<file path="src/rtl/heap_sift_initiator.sv">
// One-step sift-down engine driving a level's translated upper memory port.
// Define HEAP_MAX_EN for max-heap ordering; min-heap ordering is used otherwise.
module heap_sift_initiator #(
  parameter int LEVEL = 3,
  parameter int WIDTH = 15
) (
  input  logic               clk,
  input  logic               reset,
  input  logic               cmd_valid,
  output logic               cmd_ready,
  input  logic [LEVEL-3:0]   cmd_idx,
  input  logic [WIDTH:0]     cmd_val,
  output logic               rsp_valid,
  input  logic               rsp_ready,
  output logic               rsp_swap,
  output logic               rsp_side,
  output logic [WIDTH:0]     rsp_child,
  output logic [LEVEL-2:0]   addr_U,
  output logic               wr_en_U,
  output logic [WIDTH:0]     data_U,
  input  logic [WIDTH:0]     q_U
);

  typedef enum logic [2:0] {IDLE, RD_L, RD_R, CMP, WR, RESP} state_t;

  state_t             state;
  logic [LEVEL-3:0]   idx;
  logic [WIDTH:0]     val;
  logic [WIDTH:0]     left_q;
  logic               pick_right;
  logic [WIDTH:0]     win;
  logic               do_swap;

  // In CMP, left_q holds the left child and q_U carries the right child.
  always_comb begin
    pick_right = 1'b0;
    win        = left_q;
    do_swap    = 1'b0;
`ifdef HEAP_MAX_EN
    pick_right = (q_U > left_q);
    win        = pick_right ? q_U : left_q;
    do_swap    = (win > val);
`else
    pick_right = (q_U < left_q);
    win        = pick_right ? q_U : left_q;
    do_swap    = (win < val);
`endif
  end

  always_ff @(posedge clk) begin
    if (reset) begin
      state     <= IDLE;
      idx       <= '0;
      val       <= '0;
      left_q    <= '0;
      cmd_ready <= 1'b0;
      rsp_valid <= 1'b0;
      rsp_swap  <= 1'b0;
      rsp_side  <= 1'b0;
      rsp_child <= '0;
      addr_U    <= '0;
      wr_en_U   <= 1'b0;
      data_U    <= '0;
    end else begin
      case (state)
        IDLE: begin
          if (cmd_ready && cmd_valid) begin
            idx       <= cmd_idx;
            val       <= cmd_val;
            addr_U    <= {1'b0, cmd_idx};
            cmd_ready <= 1'b0;
            state     <= RD_L;
          end else begin
            cmd_ready <= 1'b1;
          end
        end
        RD_L: begin
          addr_U <= {1'b1, idx};
          state  <= RD_R;
        end
        RD_R: begin
          left_q <= q_U;
          state  <= CMP;
        end
        CMP: begin
          rsp_side  <= pick_right;
          rsp_child <= win;
          rsp_swap  <= do_swap;
          if (do_swap) begin
            addr_U  <= {pick_right, idx};
            wr_en_U <= 1'b1;
            data_U  <= val;
            state   <= WR;
          end else begin
            rsp_valid <= 1'b1;
            state     <= RESP;
          end
        end
        WR: begin
          wr_en_U   <= 1'b0;
          data_U    <= '0;
          rsp_valid <= 1'b1;
          state     <= RESP;
        end
        RESP: begin
          if (rsp_ready) begin
            rsp_valid <= 1'b0;
            cmd_ready <= 1'b1;
            state     <= IDLE;
          end
        end
        default: state <= IDLE;
      endcase
    end
  end

endmodule

</file>
<file path="config.mk">
export PLATFORM = sky130hd
export DESIGN_NAME = heap_sift_initiator
export DESIGN_NICKNAME = d
export VERILOG_FILES = /design/src/rtl/heap_sift_initiator.sv
export SDC_FILE = /design/constraint.sdc
export NUM_CORES = 1
export LEC_CHECK = 0
export CAP_MARGIN = 20
export CORE_UTILIZATION = 52
export CTS_CLUSTER_SIZE = 16
export DETAILED_ROUTE_END_ITERATION = 16
export PLACE_DENSITY = 0.8
export SETUP_SLACK_MARGIN = 0.4
export SLEW_MARGIN = 25
export SYNTH_ARGS = -nofsm -noshare
export SYNTH_HDL_FRONTEND = slang
export SYNTH_SLANG_ARGS = --single-unit
</file>
<file path="constraint.sdc">
create_clock -name clk -period 6.9 [get_ports clk]
set_input_delay 1.38 -clock clk [delete_from_list [all_inputs] [get_ports clk]]
set_output_delay 1.38 -clock clk [all_outputs]
set_load 0.02 [all_outputs]
</file>
Yosys cells after proc, flatten, opt, wreduce, memory -nomap -nowiden --
Cells that the tools add are included.
Storage, ports and cells: bits in registers 75, bits in latches 0, RAM bits 0, ROM bits 0, logic and storage cells 53, memories kept 0
Operators by class: add/sub/neg operators 0, multipliers 0, divide/modulo/power cells 0, order comparisons 2, equal/unequal tests 9, shift-type cells 0, mux-type cells 18, bitwise gates (word level) 0, reduce and logical (&&, ||, !) cells 12
Operator list (number):
- < comparator 16 bit | 2
- two-way mux 16 bit | 2
- one-hot mux 16 bit (2 select lines) | 1
- one-hot mux 3 bit (6 select lines) | 1
- != test 2 bit, second input constant | 4
- AND reduction 2 bit | 4
- equality test 3 x 2 -> 1 bit, second input constant | 2
- equality test 3 bit, second input constant | 2
- two-way mux 1 bit | 6
- two-way mux 3 bit | 2
- one-hot mux 2 bit (3 select lines) | 1
- AND reduction 3 bit | 2
- nonzero test 3 bit | 2
- two-way mux 2 bit | 2
- one-hot mux 1 bit (2 select lines) | 2
- nonzero test 2 bit | 2
- equality test 3 x 1 -> 1 bit, second input constant | 1
- zero test 3 bit | 1
- one-hot mux 1 bit (3 select lines) | 1
- logical AND 1 bit | 1

Depth between registers and ports, before layout --
Gate-level depths: netlist (run 1).
word-level depth 5, gate-level depth with buffers 20, depth with buffers taken out 15

Worst setup path before layout (run 1) --
Ideal clock, no wire load.
path kind input-to-reg, start point input port q_U[15], end point register rsp_valid, library setup time 0.115 ns, arrival time 5.171 ns, data required time 6.785 ns, path slack 1.614 ns, stages 18, buffers on the path 5, cell sequence ha_1 -> nand2_1 -> nor4_1 -> a21o_1 -> buf_2 -> buf_2 -> mux2_1 -> ha_1 -> a21o_1 -> a21o_1 -> a21oi_1 -> o221ai_1 -> or2_2 -> buf_1 -> or2_1 -> buf_6 -> buf_6 -> o21a_1
Between the ends: cells in the longest elaborated chain, start to end 5
Ends and longest elaborated chain:
- from (decl) | RTL line 21 | input logic [WIDTH:0] q_U
- < comparator 16 bit | RTL line 44 | pick_right = (q_U < left_q);
- two-way mux 16 bit | RTL line 45 | win = pick_right ? q_U : left_q;
- via win[9] | RTL line 31 | logic [WIDTH:0] win;
- < comparator 16 bit | RTL line 46 | do_swap = (win < val);
- != test 2 bit (no source line)
- AND reduction 3 bit (no source line)
- to (signal assigned) | RTL line 57 | rsp_valid <= 1'b0;
- to (signal assigned) | RTL line 95 | rsp_valid <= 1'b1;
- to (signal assigned) | RTL line 102 | rsp_valid <= 1'b1;
- to (decl) | RTL line 13 | output logic rsp_valid,
The timed path passes the listed nets, and every way through them passes these cells. A chain may end at the register's enable or synchronous reset.

Worst setup path in the final report (run 1) --
start point input port q_U[13], end point register rsp_valid
Between the ends: cells in the longest elaborated chain, start to end 5
Ends and longest elaborated chain (RTL line):
- < comparator 16 bit | 44
- two-way mux 16 bit (*) | 45
- via win[13] | 31
- < comparator 16 bit (*) | 46
- != test 2 bit (no source line) (*)
- AND reduction 3 bit (no source line) (*)
Mark *: on every way through the listed nets, which the timed path passes. The rest lies on a longest branch.

==> impl_metrics.tcl, run 1 <==
set metrics [dict create \
    die_w_um 87.6 \
    vdd.ir_drop.worst_uv 164 \
    path_buf_inv 1 \
    final_max_slew_viol_count 0 \
    critical-path-top-delay-family "compound AO/OA/AOI/OAI gates" \
    yosys.area_share.xor_xnor_pct 0.230 \
    fin_nets 610 \
    synth_async_sr_flop_share_pct 0 \
    critical_path.endpoint_type "register" \
    synth_area_per_cell_um2 7.93 \
    area_of_the_die_um2 7680 \
    met1_usage_pct 31.7 \
    synthToLayoutAreaGrowth_pct 25.5 \
    mostFrequentLayoutCell "nand2_1" \
    fin_cells 644 \
    cellLeakagePower_nw 1.69 \
    clkSinkCount 75 \
    io_pins 76 \
    grt_antenna_before_repair 0 \
    post_synthesis_instance_total 481 \
    rows 30 \
    setup_tns_ps 0 \
    finalHoldViolCount 0 \
    cts_buffers 9 \
    initialDrtViolationCount 145 \
    crit_path_top_delay_cell "a21o_1" \
    insertedDiodeCount 0 \
    timing.final.setup_violations 0 \
    clock-root-buffer "clkbuf_8" \
    finalCoreUtilization_pct 68.9 \
    cp_max_fanout 19 \
    drt_wl_total_um 9290 \
    clk_pin_slew_ps 70 \
    grt_util_met2_pct 43.9 \
    seq_area_frac_synth_pct 39.4 \
    synth-simple-area-share_pct 17.8 \
    result_of_the_run "complete, no violations" \
    internal_power_mw 0.774 \
    power.switching_mw 0.367 \
    grt_setup_unrepaired "false" \
    start_util_pct 54.9 \
    grt_pass1_vias 3308 \
    via_count 3498 \
    holdCritPathClass "reg -> reg" \
    post-dp-hpwl_um 6530 \
    die_h_um 87.6 \
    groute.layer.met3.usage_pct 4.52 \
    start_kind "input port" \
    routed_via_density 5.43 \
    period_needed_ps 5930 \
    yosys.cell_types.count 41 \
    finalCritPeriodShare_pct 85.9 \
    synth_enable_flop_cells 0 \
    timing.critical_path.cells "clkdlybuf4s50_1 -> ha_1 -> nand2_1 -> nor4_1 -> a21o_1 -> mux2_1 -> ha_1 -> a21o_1 -> a21o_1 -> a21oi_1 -> o221ai_1 -> or2_2 -> or2_1 -> o21a_1" \
    yosys_warnings 0 \
    cts_tree "done" \
    placed_cells_incl_taps 628 \
    power.clock.fraction_pct 28.9 \
    power.combinational.fraction_pct 27.7 \
    post_cts_buffers 0 \
    route.detailed.drc 0 \
    h-tree-depth 3 \
    routabilityCongestion 0.818 \
    combinational_family_with_the_most_area_after_synthesis "compound AO/OA/AOI/OAI gates" \
    post_synth_instance_area_um2 3810 \
    synth.ff_latch_count 75 \
    routed_wire_length_per_instance_um 14.4 \
    core_um2 6940 \
    globalRoute.busiestLayer "met2" \
    buffer_ports.inserted 75 \
    power_density_nw_per_um2 238 \
    holdBufCountCts 0 \
    path_common_cell "a21o_1" \
    power_switching_share_pct 32.2 \
    critical_path_arrival_ps 6160 \
    grtUsageTotal_pct 25.6 \
    syn_nets 548 \
    fin_skew_ps 6.29 \
    worstSetupPathType "in -> reg" \
    muxShareOfSynthArea_pct 4.99 \
    synth_top_flop_cell "dfxtp_1" \
    required_worst_endpoint_ps 7140 \
    worst-slew-pin-transition_ps 809 \
    layout_common_cells "nand2_1 (123), dfxtp_1 (75), clkdlybuf4s50_1 (74)" \
    clockBufferDepth 2 \
    cts_repair_resize_count 0 \
    synth_compound_area_share_pct 20.7 \
    maxCapViolations 0 \
    yosys.area_share.adder_pct 9.85 \
    grt_max_degree 61 \
    power.share.sequential_pct 43.4 \
    cp_slowest_stage_delay_ps 680 \
    fmax_mhz 169 \
    drtAntennaViolNets 0 \
    final_critical_path_setup_slack_ps 974 \
    globalRoute.totalOverflow 0 \
    clk-insertion-delay-late_ps 340 \
    final_layout_size_suffix_gt1_share_pct 4.38 \
    grt_pass1_wl_um 15200 \
    preCtsSetupSlack_ps 721 \
    first_pass_iters 4 \
    worst_slew_margin_relative_to_its_limit_pct 46.0 \
]
cell usage after synthesis, drive strengths merged (5+ instances only):
cell,number,area share (%)
a21o,9,1.8
a21oi,67,8.8
buf,7,1.2
clkbuf,22,2.2
dfxtp,75,39
ha,30,9.8
inv,38,3.7
mux2,16,4.7
nand2,123,12
nand3,5,0.66
nand4,5,0.82
nor2,9,0.89
o211ai,17,3.3
o21ai,23,3.0
power by group through the flow:
stage	Sequential, mW	Combinational [mW]	Clock [mW]
floorplan	0.498	0.218	0
finish	0.495	0.316	0.329
global route	0.500	0.353	0.353
detailed placement	0.504	0.311	0
global placement	0.503	0.302	0
CTS	0.494	0.315	0.333
sequential cells by signal, summed over array words and instances, names as in the netlist:
signal / cells
addr_U: 2
left_q: 16
idx: 1
wr_en_U: 1
rsp_swap: 1
cmd_ready: 1
rsp_child: 16
state: 3
val: 16
rsp_side: 1
data_U: 16
rsp_valid: 1
cell families after synthesis:
| group | count (synthesis) |
|---|---|
| AND/OR/NAND/NOR | 161 |
| AO/OA/AOI/OAI | 130 |
| flip-flops | 75 |
| buffers and inverters | 67 |
| adder cells (fa/ha/maj) | 30 |
| multiplexers | 17 |
| XOR/XNOR | 1 |
worst register-to-register path, cell delays in order (launching register included):
cell,delay (ps)
dfxtp_1,350
inv_1,50
ha_1,290
nand2_1,80
nor4_1,570
a21o_1,680
mux2_1,420
ha_1,300
a21o_1,160
a21o_1,170
a21oi_1,210
o221ai_1,210
or2_2,460
or2_1,490
o21a_1,270
metrics by stage:
step / area [um2] / total power, mW / hold slack (ps)
floorplan: 3810 / 0.716 / 436
global placement: 4590 / 0.805 / 443
detailed placement: 4590 / 0.815 / 446
CTS: 4780 / 1.14 / 457
global route: 4780 / 1.21 / 472
finish: 4780 / 1.14 / 454
area by class of cell:
type	instances	area [um2]
tap	96	120
clock buffer	14	153
fill	576	2160
inverter	38	143
clock inverter	2	35.0
timing repair buffer	80	783
multi-input combinational	339	2050
sequential	75	1500
final timing paths:
kind / start / end / slack (ps) / cells after the start
max: q_U[13] / rsp_valid$_SDFFE_PP0P_ / 970 / 14
min: wr_en_U$_SDFFE_PP0P_ / wr_en_U$_SDFFE_PP0P_ / 450 / 2
max reg2reg: left_q[15]$_SDFFE_PP0P_ / rsp_valid$_SDFFE_PP0P_ / 2100 / 14
min reg2reg: wr_en_U$_SDFFE_PP0P_ / wr_en_U$_SDFFE_PP0P_ / 450 / 2
per-layer routing:
metal	vias up	share of wire (%)
met2	97	49
met4	0	2.1
li1	1760	-
met1	1621	44
met3	20	4.7
met5	-	0
No activity file was read; power rests on OpenSTA's default activity.
==> inputs of run 2 (changes only) <==
--- a/config.mk
+++ b/config.mk
@@ -10,8 +10,9 @@
 export CTS_CLUSTER_SIZE = 16
 export DETAILED_ROUTE_END_ITERATION = 16
 export PLACE_DENSITY = 0.8
+export REMOVE_ABC_BUFFERS = 1
 export SETUP_SLACK_MARGIN = 0.4
-export SLEW_MARGIN = 25
+export SLEW_MARGIN = 20
 export SYNTH_ARGS = -nofsm -noshare
 export SYNTH_HDL_FRONTEND = slang
 export SYNTH_SLANG_ARGS = --single-unit
==> impl_metrics.tcl, run 2 (synthesis results as in run 1) <==
set metrics [dict create \
    critical_path_arrival_ps 6010 \
    finalHoldViolCount 0 \
    critical-path-top-delay-family "simple AND/OR/NAND/NOR gates" \
    grt_antenna_before_repair 0 \
    holdCritPathClass "reg -> reg" \
    required_worst_endpoint_ps 7150 \
    rows 30 \
    die_w_um 87.6 \
    routed_wire_length_per_instance_um 14.6 \
    clock-root-buffer "clkbuf_8" \
    synthToLayoutAreaGrowth_pct 26.9 \
    timing.final.setup_violations 0 \
    finalCoreUtilization_pct 69.7 \
    period_needed_ps 5760 \
    timing.critical_path.cells "clkdlybuf4s50_1 -> ha_1 -> nand2_1 -> nor4_1 -> a21o_1 -> buf_4 -> mux2_1 -> ha_1 -> a21o_1 -> a21oi_1 -> o211a_1 -> o221ai_1 -> or2_2 -> or2_1 -> o21a_1" \
    power_density_nw_per_um2 252 \
    setup_tns_ps 0 \
    r2r-end "rsp_valid$_SDFFE_PP0P_" \
    buffer_ports.inserted 75 \
    core_um2 6940 \
    cellLeakagePower_nw 1.71 \
    cts_tree "done" \
    die_h_um 87.6 \
    fmax_mhz 174 \
    fin_nets 610 \
    placed_cells_incl_taps 628 \
    final_max_slew_viol_count 0 \
    register_to_register_path_setup_slack_ps 2260 \
    crit_cells 15 \
    routabilityCongestion 0.847 \
    cp_slowest_stage_delay_ps 550 \
    clkSinkCount 75 \
    layout_common_cells "nand2_1 (123), dfxtp_1 (75), clkdlybuf4s50_1 (74)" \
    worstSetupPathType "in -> reg" \
    endpoint "rsp_valid$_SDFFE_PP0P_" \
    fin_skew_ps 8.00 \
    result_of_the_run "complete, no violations" \
    fin_cells 644 \
    routed_via_density 5.53 \
    clk-insertion-delay-late_ps 350 \
    initialDrtViolationCount 210 \
    final_critical_path_setup_slack_ps 1140 \
    holdBufCountCts 0 \
    drtAntennaViolNets 0 \
    start_kind "input port" \
    cts_buffers 9 \
    cts_repair_resize_count 0 \
    worst_slew_margin_relative_to_its_limit_pct 46.2 \
    first_pass_iters 4 \
    grt_pass1_wl_um 15000 \
    clk_pin_slew_ps 80 \
    io_pins 76 \
    reg2regPathDepth 16 \
    grt_max_degree 61 \
    area_of_the_die_um2 7680 \
    finalCritPeriodShare_pct 83.5 \
    grt_pass1_vias 3173 \
    maxCapViolations 0 \
    power_mw 1.22 \
    cp_max_fanout 20 \
    preCtsSetupSlack_ps 882 \
    post_cts_buffers 0 \
    via_count 3563 \
    worst_setup_path_startpoint "q_U[15]" \
    mostFrequentLayoutCell "nand2_1" \
    start_util_pct 54.9 \
    crit_reg_reg_startpoint "left_q[6]$_SDFFE_PP0P_" \
    crit_path_top_delay_cell "nor4_1" \
    insertedDiodeCount 0 \
    globalRoute.totalOverflow 0 \
    final_layout_size_suffix_gt1_share_pct 4.93 \
    path_buf_inv 2 \
    route.detailed.drc 0 \
    worst-slew-pin-transition_ps 805 \
    h-tree-depth 3 \
    grt_setup_unrepaired "false" \
    vdd.ir_drop.worst_uv 147 \
    post-dp-hpwl_um 6530 \
    critical_path.endpoint_type "register" \
    drt_wl_total_um 9430 \
    fill_cells 567 \
    grtUsageTotal_pct 25.3 \
    clockBufferDepth 2 \
]
run 2: through the flow:
stage	area [um2]	hold slack [ps]
finish	4840	455
global route	4840	471
CTS	4830	457
detailed placement	4590	445
global placement	4590	442
floorplan	3680	430
run 2: final cells by class:
cell class	count	area, um2	area share, %
Tap cell	96	120	2.48
Clock inverter	6	114	2.35
Sequential cell	75	1500	31.0
Timing Repair Buffer	80	783	16.2
Inverter	38	143	2.95
Multi-Input combinational cell	339	2050	42.3
Clock buffer	10	128	2.64
run 2: how the worst min path moves through the flow:
stage,startpoint,endpoint,cells past startpoint
after floorplan,idx$_SDFFE_PP0P_,idx$_SDFFE_PP0P_,2
after global placement,rsp_child[6]$_SDFFE_PP0N_,rsp_child[6]$_SDFFE_PP0N_,2
after detailed placement,wr_en_U$_SDFFE_PP0P_,wr_en_U$_SDFFE_PP0P_,2
after CTS,wr_en_U$_SDFFE_PP0P_,wr_en_U$_SDFFE_PP0P_,2
after global routing,rsp_child[7]$_SDFFE_PP0N_,rsp_child[7]$_SDFFE_PP0N_,2
final,rsp_child[2]$_SDFFE_PP0N_,rsp_child[2]$_SDFFE_PP0N_,2
run 2: worst reg2reg max path: stages (launching register included):
cell      delay (ps)
dfxtp_1          380
inv_1             60
ha_1             300
and4_1           200
o21ai_0           90
o211ai_1         360
a21o_1           170
buf_4            290
mux2_1           420
ha_1             320
a21o_1           170
a21oi_1          140
o211a_1          210
o221ai_1         200
or2_2            460
or2_1            500
o21a_1           270
run 2: power breakdown:
part	total, mW	internal (mW)	switching (mW)
clock	0.406	0.241	0.166
combinational	0.318	0.134	0.184
sequential	0.495	0.463	0.0313
total	1.22	0.838	0.381
run 2: per-layer routing:
| metal | vias to the layer above | track usage [%] | routed length (um) |
|---|---|---|---|
| met2 | 109 | 44.7 | 4700 |
| met5 | - | 0 | 0 |
| met1 | 1679 | 31.2 | 4160 |
| li1 | 1764 | - | - |
| met3 | 11 | 6.13 | 450 |
| met4 | 0 | 5.66 | 122 |
